<file path="src/rtl/exec_wb_if.sv">
// exec_wb_if: execute-result, memory-writeback, register-file and forwarding signals of the writeback arbiter
interface exec_wb_if #(
  parameter int DATA_W = 32,
  parameter int DEPTH  = 2
);
  localparam int CW = $clog2(DEPTH) + 1;
  logic              ex_valid;
  logic [DATA_W-1:0] ex_result;
  logic [4:0]        ex_dst;
  logic              ex_overflow;
  logic              ex_ready;
  logic              mem_valid;
  logic [DATA_W-1:0] mem_data;
  logic [4:0]        mem_dst;
  logic              flush;
  logic              rf_we;
  logic [4:0]        rf_waddr;
  logic [DATA_W-1:0] rf_wdata;
  logic              ovf_exc;
  logic [4:0]        fwd_addr;
  logic              fwd_hit;
  logic [DATA_W-1:0] fwd_data;
  logic [CW-1:0]     count;
  modport master (
    output ex_valid, ex_result, ex_dst, ex_overflow, mem_valid, mem_data, mem_dst, flush, fwd_addr,
    input  ex_ready, rf_we, rf_waddr, rf_wdata, ovf_exc, fwd_hit, fwd_data, count
  );
  modport slave (
    input  ex_valid, ex_result, ex_dst, ex_overflow, mem_valid, mem_data, mem_dst, flush, fwd_addr,
    output ex_ready, rf_we, rf_waddr, rf_wdata, ovf_exc, fwd_hit, fwd_data, count
  );
endinterface

</file>
<file path="src/rtl/exec_wb_arbiter.sv">
// exec_wb_arbiter: shares the register-file write port between memory loads (priority) and execute
// results, buffering losing execute results in order and exposing them to forwarding.
module exec_wb_arbiter #(
  parameter int DATA_W = 32,
  parameter int DEPTH  = 2
) (
  input logic   clk,
  input logic   rst,
  exec_wb_if.slave bus
);
  localparam int PW = $clog2(DEPTH);
  localparam int CW = PW + 1;
  localparam logic [CW-1:0] FULL = CW'(DEPTH);
  logic [DATA_W-1:0] data_q [DEPTH];
  logic [4:0]        dst_q  [DEPTH];
  logic [PW-1:0]     head, tail, idx;
  logic [CW-1:0]     cnt;
  logic              ready, acc, good, ovf, pop, bypass, push;
  logic              we_n, hit;
  logic [4:0]        waddr_n;
  logic [DATA_W-1:0] wdata_n, fdata;
  assign ready = cnt < FULL;
  assign bus.ex_ready = ready;
  assign bus.count    = cnt;
  assign bus.fwd_hit  = hit;
  assign bus.fwd_data = fdata;
  // Flush suppresses the pop so buffered results are discarded rather than written.
  always_comb begin
    acc     = bus.ex_valid & ready & ~bus.flush;
    good    = acc & ~bus.ex_overflow & (bus.ex_dst != 5'd0);
    ovf     = acc & bus.ex_overflow;
    pop     = ~bus.mem_valid & (cnt != '0) & ~bus.flush;
    bypass  = ~bus.mem_valid & (cnt == '0) & good;
    push    = good & ~bypass;
    we_n    = bus.mem_valid ? (bus.mem_dst != 5'd0) : (pop | bypass);
    waddr_n = bus.mem_valid ? bus.mem_dst : pop ? dst_q[head] : bus.ex_dst;
    wdata_n = bus.mem_valid ? bus.mem_data : pop ? data_q[head] : bus.ex_result;
  end
  // Scan oldest to youngest so the youngest match wins.
  always_comb begin
    hit   = 1'b0;
    fdata = '0;
    idx   = '0;
    for (int k = 0; k < DEPTH; k++) begin
      idx = head + PW'(k);
      if (CW'(k) < cnt && dst_q[idx] == bus.fwd_addr && bus.fwd_addr != 5'd0) begin
        hit   = 1'b1;
        fdata = data_q[idx];
      end
    end
  end
  always_ff @(posedge clk or posedge rst) begin
    if (rst) begin
      head         <= '0;
      tail         <= '0;
      cnt          <= '0;
      bus.rf_we    <= 1'b0;
      bus.rf_waddr <= '0;
      bus.rf_wdata <= '0;
      bus.ovf_exc  <= 1'b0;
    end else begin
      bus.rf_we    <= we_n;
      bus.rf_waddr <= waddr_n;
      bus.rf_wdata <= wdata_n;
      bus.ovf_exc  <= ovf;
      if (bus.flush) begin
        head <= '0;
        tail <= '0;
        cnt  <= '0;
      end else begin
        head <= pop ? head + 1'b1 : head;
        tail <= push ? tail + 1'b1 : tail;
        cnt  <= cnt + CW'(push) - CW'(pop);
      end
    end
  end
  always_ff @(posedge clk) begin
    if (push) begin
      data_q[tail] <= bus.ex_result;
      dst_q[tail]  <= bus.ex_dst;
    end
  end
endmodule

</file>
<file path="src/flat_wrapper.sv">
// flat-port wrapper written by rule: the top's interface ports become plain ports
module exec_wb_arbiter_flat 
#(
  parameter int DATA_W = 32,
  parameter int DEPTH  = 2
)
  (clk, rst, bus_ex_valid, bus_ex_result, bus_ex_dst, bus_ex_overflow, bus_mem_valid, bus_mem_data, bus_mem_dst, bus_flush, bus_fwd_addr, bus_ex_ready, bus_rf_we, bus_rf_waddr, bus_rf_wdata, bus_ovf_exc, bus_fwd_hit, bus_fwd_data, bus_count);
  exec_wb_if #(.DATA_W(DATA_W), .DEPTH(DEPTH)) bus_i ();
  input logic clk;
  input logic rst;
  input wire logic [$bits(bus_i.ex_valid)-1:0] bus_ex_valid;
  input wire logic [$bits(bus_i.ex_result)-1:0] bus_ex_result;
  input wire logic [$bits(bus_i.ex_dst)-1:0] bus_ex_dst;
  input wire logic [$bits(bus_i.ex_overflow)-1:0] bus_ex_overflow;
  input wire logic [$bits(bus_i.mem_valid)-1:0] bus_mem_valid;
  input wire logic [$bits(bus_i.mem_data)-1:0] bus_mem_data;
  input wire logic [$bits(bus_i.mem_dst)-1:0] bus_mem_dst;
  input wire logic [$bits(bus_i.flush)-1:0] bus_flush;
  input wire logic [$bits(bus_i.fwd_addr)-1:0] bus_fwd_addr;
  output wire logic [$bits(bus_i.ex_ready)-1:0] bus_ex_ready;
  output wire logic [$bits(bus_i.rf_we)-1:0] bus_rf_we;
  output wire logic [$bits(bus_i.rf_waddr)-1:0] bus_rf_waddr;
  output wire logic [$bits(bus_i.rf_wdata)-1:0] bus_rf_wdata;
  output wire logic [$bits(bus_i.ovf_exc)-1:0] bus_ovf_exc;
  output wire logic [$bits(bus_i.fwd_hit)-1:0] bus_fwd_hit;
  output wire logic [$bits(bus_i.fwd_data)-1:0] bus_fwd_data;
  output wire logic [$bits(bus_i.count)-1:0] bus_count;
  assign bus_i.ex_valid = bus_ex_valid;
  assign bus_i.ex_result = bus_ex_result;
  assign bus_i.ex_dst = bus_ex_dst;
  assign bus_i.ex_overflow = bus_ex_overflow;
  assign bus_i.mem_valid = bus_mem_valid;
  assign bus_i.mem_data = bus_mem_data;
  assign bus_i.mem_dst = bus_mem_dst;
  assign bus_i.flush = bus_flush;
  assign bus_i.fwd_addr = bus_fwd_addr;
  assign bus_ex_ready = bus_i.ex_ready;
  assign bus_rf_we = bus_i.rf_we;
  assign bus_rf_waddr = bus_i.rf_waddr;
  assign bus_rf_wdata = bus_i.rf_wdata;
  assign bus_ovf_exc = bus_i.ovf_exc;
  assign bus_fwd_hit = bus_i.fwd_hit;
  assign bus_fwd_data = bus_i.fwd_data;
  assign bus_count = bus_i.count;
  exec_wb_arbiter #(.DATA_W(DATA_W), .DEPTH(DEPTH)) u_core (.clk(clk), .rst(rst), .bus(bus_i));
endmodule
</file>
<file path="config.mk">
export PLATFORM = sky130hd
export DESIGN_NAME = exec_wb_arbiter_flat
export DESIGN_NICKNAME = d
export VERILOG_FILES = /design/src/rtl/exec_wb_if.sv /design/src/rtl/exec_wb_arbiter.sv /design/src/flat_wrapper.sv
export SDC_FILE = /design/constraint.sdc
export NUM_CORES = 1
export LEC_CHECK = 0
export BUFFER_PORTS_ARGS = -buffer_cell sky130_fd_sc_hd__buf_2
export CELL_PAD_IN_SITES_DETAIL_PLACEMENT = 1
export CELL_PAD_IN_SITES_GLOBAL_PLACEMENT = 1
export CORE_ASPECT_RATIO = 1.4
export CORE_MARGIN = 3
export CORE_UTILIZATION = 34
export DETAILED_ROUTE_END_ITERATION = 8
export PLACE_DENSITY = 0.68
export REMOVE_ABC_BUFFERS = 1
export SYNTH_ARGS = -nofsm -noshare
export SYNTH_HDL_FRONTEND = slang
export SYNTH_SLANG_ARGS = --single-unit
</file>
<file path="constraint.sdc">
create_clock -name clk -period 9.8 [get_ports clk]
set_input_delay 0.49 -clock clk [delete_from_list [all_inputs] [get_ports clk]]
set_output_delay 0.49 -clock clk [all_outputs]
set_load 0.02 [all_outputs]
</file>
==> metrics.md, run 1 <==
| Metric | Value |
|---|---|
| Outcome | completed |
| CTS resizes | 0 |
| Worst r2r dst | u_core.data_q[1][0]$_DFFE_PP_ |
| Syn Area/Cell | roughly 11 sq um |
| First-pass GRT wire length | 27500 um |
| Compound-gate portion of the synthesized area | between 10% and 20% |
| Psw | 0.000322 W |
| Slew @ Worst Pin | roughly 1200 ps |
| Top cell type's share of synthesized area | a little over a third |
| RSZ-0062 raised after global routing | no |
| Most frequent cells in the layout | buf_2, nand2_1, edfxtp_1 |
| Reg area | about 3300 sq um |
| Final worst path period share | between 40% and 50% |
| Maximum clock frequency | approximately 220 MHz |
| Synth Area in XOR/XNOR | ~1.7% |
| Hold Violations, Final | 0 |
| HPWL Detailed | approximately 11000 um |
| R2R setup slack | just over 7000 ps |
| Largest family of logic cells by synthesized area | simple AND/OR/NAND/NOR gates |
| Critical Path RT | slightly above 9000 ps |
| Site Rows | 57 |
| CTS tree | yes |
| # clock sinks | about 120 |
| PortBufs | approximately 160 |
| WL per Instance | 18.5 um |
| Root buffer cell | clkbuf_16 |
| Antenna violations before repair | 0 |
| Reg power frac | between 40% and 50% |
| Mux share of post-synthesis cell area | 1.67% |
| Internal power | 0.00108 W |
| Startpoint types | flop |
| Filler instances | around 1900 |
| # IOs | 160 |
| Max Cap Viol | 0 |
| Maximum clock path buffer count | 2 |
| Mapped Area | 6080 sq um |
| Largest stage delay, worst path | around 1200 ps |
| WL final | around 18000 um |
| Final setup fails | 0 |
| Post-Synthesis Cells | 561 |
| Commonest non-fill, non-tap cell in the layout | buf_2 |
| Core Region | 17500 sq um |
| Pin count of the biggest net entering global routing | about 140 |
| Worst setup path end | bus_fwd_data[0] |
| Clock-pin slew on the worst setup and hold paths | approximately 60 ps |
| Final Critical Period | around 4600 ps |
| Multi-input gate area | 2520 sq um |
| Leak | between 3 and 4 nW |
| Die Span Y | approximately 160 um |
| CP startpoint | u_core.head$_DFFE_PP0P_ |
| Crit-path cells | mux2_2, nor3_1, a21oi_1, or4_1, buf_4, a211o_1, nand3_1, buf_2 |
| Max H-tree Level | 4 |
| Slowest cell on crit path | dfrtp_4 |
| Hold slack | roughly 280 ps |
| Post-route setup TNS | 0 ps |
| Cell variety after synth | 36 |
| Synth Flop Type | edfxtp_1 |
| Clock Power Share | 49.4% |
| Vias | 4931 |
| Drt via density | ~5.2 |
| Ant diodes | 0 |
| FFs w/ async S/R, synth | between 30 and 40% |
| Post-synthesis sequential area ratio | roughly 54% |
| Main area contributors after synthesis | edfxtp_1, dfrtp_1, nand2_1 |
| Sw Share | 22.9% |
| CP arrival | between 4000 and 5000 ps |
| Routed Antenna Nets | 0 |
| Peak VDD IR | 0.113 mV |
| CP Class | reg2out |
| Synth warn | 0 |
| Router iterations before antenna repair | 4 |
| GR Overflow Total | 0 |
| Slew Limit Fails | 0 |
| Post-synthesis adder-cell area fraction | less than 1% |
| Vias in the first global route | 5351 |
| Drt drc | 0 |
| EDFF count, synth | 74 |
| Comb pwr share | between 10% and 20% |
| Die footprint | 19600 sq um |
| Skew final | between 8 and 9 ps |
| Area Overhead vs Synth | 25.4% |
| Postcts setup bufs | 0 |
| Clk Latency, worst-skew pair | between 400 and 500 ps |
| Leading area contributor after synthesis | edfxtp_1 |
| Reg2Reg Depth | 4 |
| Slew headroom | a little under a fifth |
| Layout cells sized above 1 | around a third |
| Worst R2R Start | u_core.bus.count[1]$_DFF_PP0_ |
| Hold path start | bus_ex_result[12] |
| Initial drt markers | 217 |
| Total track usage | 18.2% |
| Hold-fix buffers, CTS | 0 |
| # nets final | a little under 800 |
| Power per cell area | roughly 180 nW/um^2 |
| Hold WC Path Type | in2reg |
| Simple-gate share of the synthesized area | 26.8% |
| Worst Path Max Fanout | 140 |
| Placer Congestion | just under 0.8 |
| #FFs+latches synth | around 120 |
| Cts bufs inserted | 17 |
| Crit path capture type | primary output |
| Starting Density | roughly a third |
| Die width | about 120 um |
## critical path: cells and delay by family (launching register included)
| kind | cells | cell delay (ps) |
|---|---|---|
| buf+inv | 2 | 540 |
| mux | 1 | 460 |
| flops | 1 | 1240 |
| compound gates | 2 | 360 |
| simple gates | 3 | 1080 |
## layout make-up
cell class | instances | area share (%)
flip-flops and latches | 117 | 43.3
multi-input cells | 389 | 33.0
repair buffers | 164 | 10.9
clock buffers | 19 | 5.81
well taps | 236 | 3.87
clock inverters | 13 | 2.74
inverters | 7 | 0.344
## registers in the layout (all words and copies together) (netlist names)
name	cells
u_core.bus.rf_wdata	32
u_core.tail	1
u_core.head	1
u_core.data_q	64
u_core.bus.count	2
u_core.bus.ovf_exc	1
u_core.bus.rf_waddr	5
u_core.bus.rf_we	1
u_core.dst_q	10
## synthesized netlist by cell type, drive strengths merged (8+ instances only)
library cell	instances
a211o	31
and2	33
buf	16
clkbuf	32
dfrtp	43
edfxtp	74
mux2i	9
nand2	104
nand2b	32
nand3	64
nand3b	31
nor2	8
o221ai	34
xnor2	9
## through the flow
step | power [W] | util, % | setup slack, ps | area, sq um | cells
after global routing | 0.00146 | 43.7 | 4940 | 7630 | 945
final | 0.00141 | 43.7 | 5190 | 7630 | 945
after floorplan | 0.000656 | - | 4240 | 5830 | 513
after global placement | 0.000716 | 39.9 | 5790 | 6980 | 913
after detailed placement | 0.000723 | 39.9 | 5640 | 6980 | 913
after CTS | 0.00142 | 43.7 | 5140 | 7630 | 945
## how the worst min path moves through the flow
| stage | to | slack (ps) | cells past startpoint |
|---|---|---|---|
| floorplan | u_core.tail$_DFFE_PP0P_ | 520 | 2 |
| global placement | u_core.bus.ovf_exc$_DFF_PP0_ | 530 | 1 |
| detailed placement | u_core.bus.ovf_exc$_DFF_PP0_ | 560 | 1 |
| CTS | u_core.data_q[0][12]$_DFFE_PP_ | 260 | 1 |
| global route | u_core.data_q[1][12]$_DFFE_PP_ | 260 | 1 |
| finish | u_core.data_q[0][12]$_DFFE_PP_ | 280 | 1 |
## power groups by stage
stage,combinational (W),clock [W],sequential (W)
4_1_cts,0.000147,0.000710,0.000568
5_1_grt,0.000159,0.000732,0.000571
3_5_place_dp,0.000146,0,0.000577
6_report,0.000144,0.000695,0.000568
2_1_floorplan,0.0000616,0,0.000594
3_3_place_gp,0.000142,0,0.000575
## logic make-up (layout without fill, tap and decap cells)
| family | Yosys count | in the layout |
|---|---|---|
| xor gates and xnor gates | 12 | 12 |
| muxes | 10 | 10 |
| buffers and inverters | 55 | 203 |
| DFF | 117 | 117 |
| and+or+nand+nor | 287 | 287 |
| AOI/OAI and AO/OA | 78 | 78 |
| adders and majority gates | 2 | 2 |
## layer usage
metal	GRT usage, %	vias up	part of all wire [%]
met5	0	-	0
met2	35.0	109	57
met1	18.8	2491	38
li1	-	2306	-
met3	4.44	25	3.5
met4	7.06	0	2.1
(Power assumes the default switching activity.)
==> run 2, diff against run 1 <==
--- a/config.mk
+++ b/config.mk
@@ -5,6 +5,7 @@
 export SDC_FILE = /design/constraint.sdc
 export NUM_CORES = 1
 export LEC_CHECK = 0
+export ABC_AREA = 1
 export BUFFER_PORTS_ARGS = -buffer_cell sky130_fd_sc_hd__buf_2
 export CELL_PAD_IN_SITES_DETAIL_PLACEMENT = 1
 export CELL_PAD_IN_SITES_GLOBAL_PLACEMENT = 1
@@ -12,7 +13,7 @@
 export CORE_MARGIN = 3
 export CORE_UTILIZATION = 34
 export DETAILED_ROUTE_END_ITERATION = 8
-export PLACE_DENSITY = 0.68
+export PLACE_DENSITY = 0.7
 export REMOVE_ABC_BUFFERS = 1
 export SYNTH_ARGS = -nofsm -noshare
 export SYNTH_HDL_FRONTEND = slang
==> constraint.sdc (replaced) <==
create_clock -name clk -period 4.35 [get_ports clk]
set_input_delay 0.2175 -clock clk [delete_from_list [all_inputs] [get_ports clk]]
set_output_delay 0.2175 -clock clk [all_outputs]
set_load 0.02 [all_outputs]
==> run 2 against run 1 <==
Against the previous run:
- sequential power rose by 120%
- highest routed layer is now met5
- first-iteration DRC count rose by 12%
- worst setup slack got worse by 4700 ps
- critical path type unchanged
==> metrics.md, run 2 <==
| Metric | Value |
|---|---|
| Outcome | completed |
| Mapped Area | 5910 sq um |
| CTS tree | yes |
| Synth cell count leaders | nand2_1, nand3_1, edfxtp_1 |
| Slew headroom | between 20% and 30% |
| Leading area contributor after synthesis | edfxtp_1 |
| Top cell type's share of synthesized area | 37.6% |
| Antenna violations before repair | 1 |
| Clock-pin slew on the worst setup and hold paths | ~60 ps |
| RSZ-0062 raised after global routing | no |
| Final setup fails | 0 |
| CP startpoint | u_core.head$_DFFE_PP0P_ |
| Root buffer cell | clkbuf_16 |
| FFs w/ async S/R, synth | 36.8% |
| Hold WC Path Type | in2reg |
| Cell variety after synth | 29 |
| HPWL Detailed | between 10000 and 15000 um |
| # nets final | around 900 |
| Layout cells sized above 1 | 25.5% |
| Slew @ Worst Pin | 1090 ps |
| Ant diodes | 0 |
| Final setup margin | roughly 470 ps |
| Placed inst area | just under 7000 sq um |
| Core Region | approximately 17000 sq um |
| Most frequent cells in the layout | nand2_1, buf_2, nand3_1 |
| Post-Synthesis Cells | 664 |
| Skew final | 11.1 ps |
| Routed wl met2 | ~12000 um |
| Startpoint types | flop |
| Router iterations before antenna repair | 4 |
| Vias | 5580 |
| Filler instances | 2001 |
| Syn Area/Cell | slightly below 9 sq um |
| Internal power | between 0.002 and 0.0025 W |
| # IOs | 160 |
| WL per Instance | between 15 and 20 um |
| Max H-tree Level | 4 |
| Site Rows | 56 |
| #FFs+latches synth | approximately 120 |
| Synth Flop Type | edfxtp_1 |
| CP Class | reg2out |
| Worst R2R Start | u_core.bus.count[1]$_DFF_PP0_ |
| Placer Congestion | approximately 0.8 |
| Vias in the first global route | around 6000 |
| Post-route setup TNS | 0 ps |
| Hold path start | bus_ex_result[12] |
| Top flop regs | u_core.data_q (64), u_core.bus.rf_wdata (32), u_core.dst_q (10) |
| Drt via density | ~5.2 |
| First-pass GRT wire length | around 33000 um |
| Peak VDD IR | 0.198 mV |
| Tot Pwr | approximately 0.0031 W |
| Postcts setup bufs | 0 |
| Max reg flops | 64 |
| Pin count of the biggest net entering global routing | 48 |
| Die footprint | 19000 sq um |
| Area Overhead vs Synth | 29.1% |
| EDFF count, synth | 74 |
| # clock sinks | 117 |
| Slew Limit Fails | 0 |
| Hold Violations, Final | 0 |
| Max Cap Viol | 0 |
| Commonest non-fill, non-tap cell in the layout | nand2_1 |
| CP arrival | between 3000 and 4000 ps |
| Initial drt markers | 243 |
| Psw | approximately 0.0008 W |
| Reg with most FFs | u_core.data_q |
| Maximum clock path buffer count | 2 |
| Top sig layer | met5 |
| Main area contributors after synthesis | edfxtp_1, dfrtp_1, nand2_1 |
| PortBufs | 159 |
| Total track usage | between 20% and 30% |
| Drt drc | 0 |
| Final Critical Period | 3880 ps |
| Post-synthesis sequential area ratio | a little under three fifths |
| Synth warn | 0 |
| Hold slack | around 14 ps |
| Final worst path period share | 89.1% |
| Die width | around 120 um |
| Count leader, synth | nand2_1 |
| Routed Antenna Nets | 0 |
| Crit path capture type | primary output |
| Comb pwr share | a little over an eighth |
| Worst Path Max Fanout | 41 |
| Power per cell area | between 400 and 500 nW/um^2 |
| Critical Path RT | a little over 4000 ps |
| Cts bufs inserted | 17 |
| GR Overflow Total | 0 |
| Die Span Y | about 160 um |
| WL final | slightly above 20000 um |
| Met3 routed WL | 876 um |
| Pre-CTS setup slack | approximately 750 ps |
| Maximum clock frequency | ~260 MHz |
| Starting Density | roughly a third |
| Final instance area | around 7600 sq um |
| Metal1 wirelength | between 7000 and 8000 um |
| Clock Power Share | between 40% and 50% |
| Sw Share | a little over a quarter |
| Clk Latency, worst-skew pair | about 420 ps |
| Leak | approximately 3.6 nW |
| Reg power frac | between 40% and 50% |
run 2: cell count changes after synthesis, sizes merged, moves of 13 or more:
cell	change
a211o	-31
a22oi	+33
and2	-33
inv	+52
nand2	+80
nand2b	-32
nand3	+20
nand3b	-31
nand4	+34
nor2	+13
o21ai	+63
o221ai	-34
run 2: cell type report:
cell class	count	area (sq um)	area share, %
flip-flops and latches	117	3300	43.3
clock inverters	10	129	1.69
repair buffers	186	1040	13.6
well taps	232	290	3.81
clock buffers	22	474	6.22
multi-input cells	439	2170	28.5
inverters	59	224	2.94
run 2: critical path: stages (launching register included):
cell	delay [ps]
dfrtp_2	600
inv_4	390
buf_4	420
nand2_1	140
nand3_1	90
nand2_1	50
nor2_1	120
nand2_1	130
nor2_4	710
nand3_1	240
nand2_1	130
buf_2	170
run 2: logic make-up after synthesis:
group	after synthesis	synth area share (%)
fa+ha+maj	2	0.424
buf+inv	108	8.03
simple gates	326	24.6
xor+xnor	2	0.297
flops	117	55.8
compound gates	109	10.8
run 2: power groups by stage:
stage / registers, W / logic, W / clock network [W]
floorplan: 0.00133 / 0.000168 / 0
global placement: 0.00128 / 0.000394 / 0
detailed placement: 0.00128 / 0.000408 / 0
CTS: 0.00126 / 0.000421 / 0.00147
global route: 0.00126 / 0.000462 / 0.00152
finish: 0.00126 / 0.000419 / 0.00145
run 2: per-stage QoR:
stage / cells / utilization [%]
4_1_cts: 1065 / 45.1
3_5_place_dp: 1017 / 40.6
5_1_grt: 1065 / 45.2
6_report: 1065 / 45.2
3_3_place_gp: 1017 / 40.6
2_1_floorplan: 615 / -
run 2: path summary, 6_finish.rpt:
kind	end	slack, ps	depth (start not counted)
worst max-delay path	bus_fwd_data[15]	470	11
worst min-delay path	u_core.data_q[0][12]$_DFFE_PP_	10	1
worst max register to register	u_core.bus.count[1]$_DFF_PP0_	1610	11
worst min register to register	u_core.tail$_DFFE_PP0P_	660	2
max in group asynchronous	u_core.head$_DFFE_PP0P_	3530	2
min in group asynchronous	u_core.bus.rf_wdata[6]$_DFF_PP0_	80	2
run 2: what timing repair did:
action / 4_1_cts / 5_1_grt
gates resized for setup: 0 / 1
hold endpoints to repair: 30 / 0
hold buffers: 16 / 0
endpoints found under the setup margin: 0 / 8
run 2: layer usage:
layer / global-route usage [%] / up-vias
li1: - / 2602
met1: 23.3 / 2802
met2: 42.9 / 143
met3: 4.81 / 31
met4: 8.43 / 2
met5: 0 / -
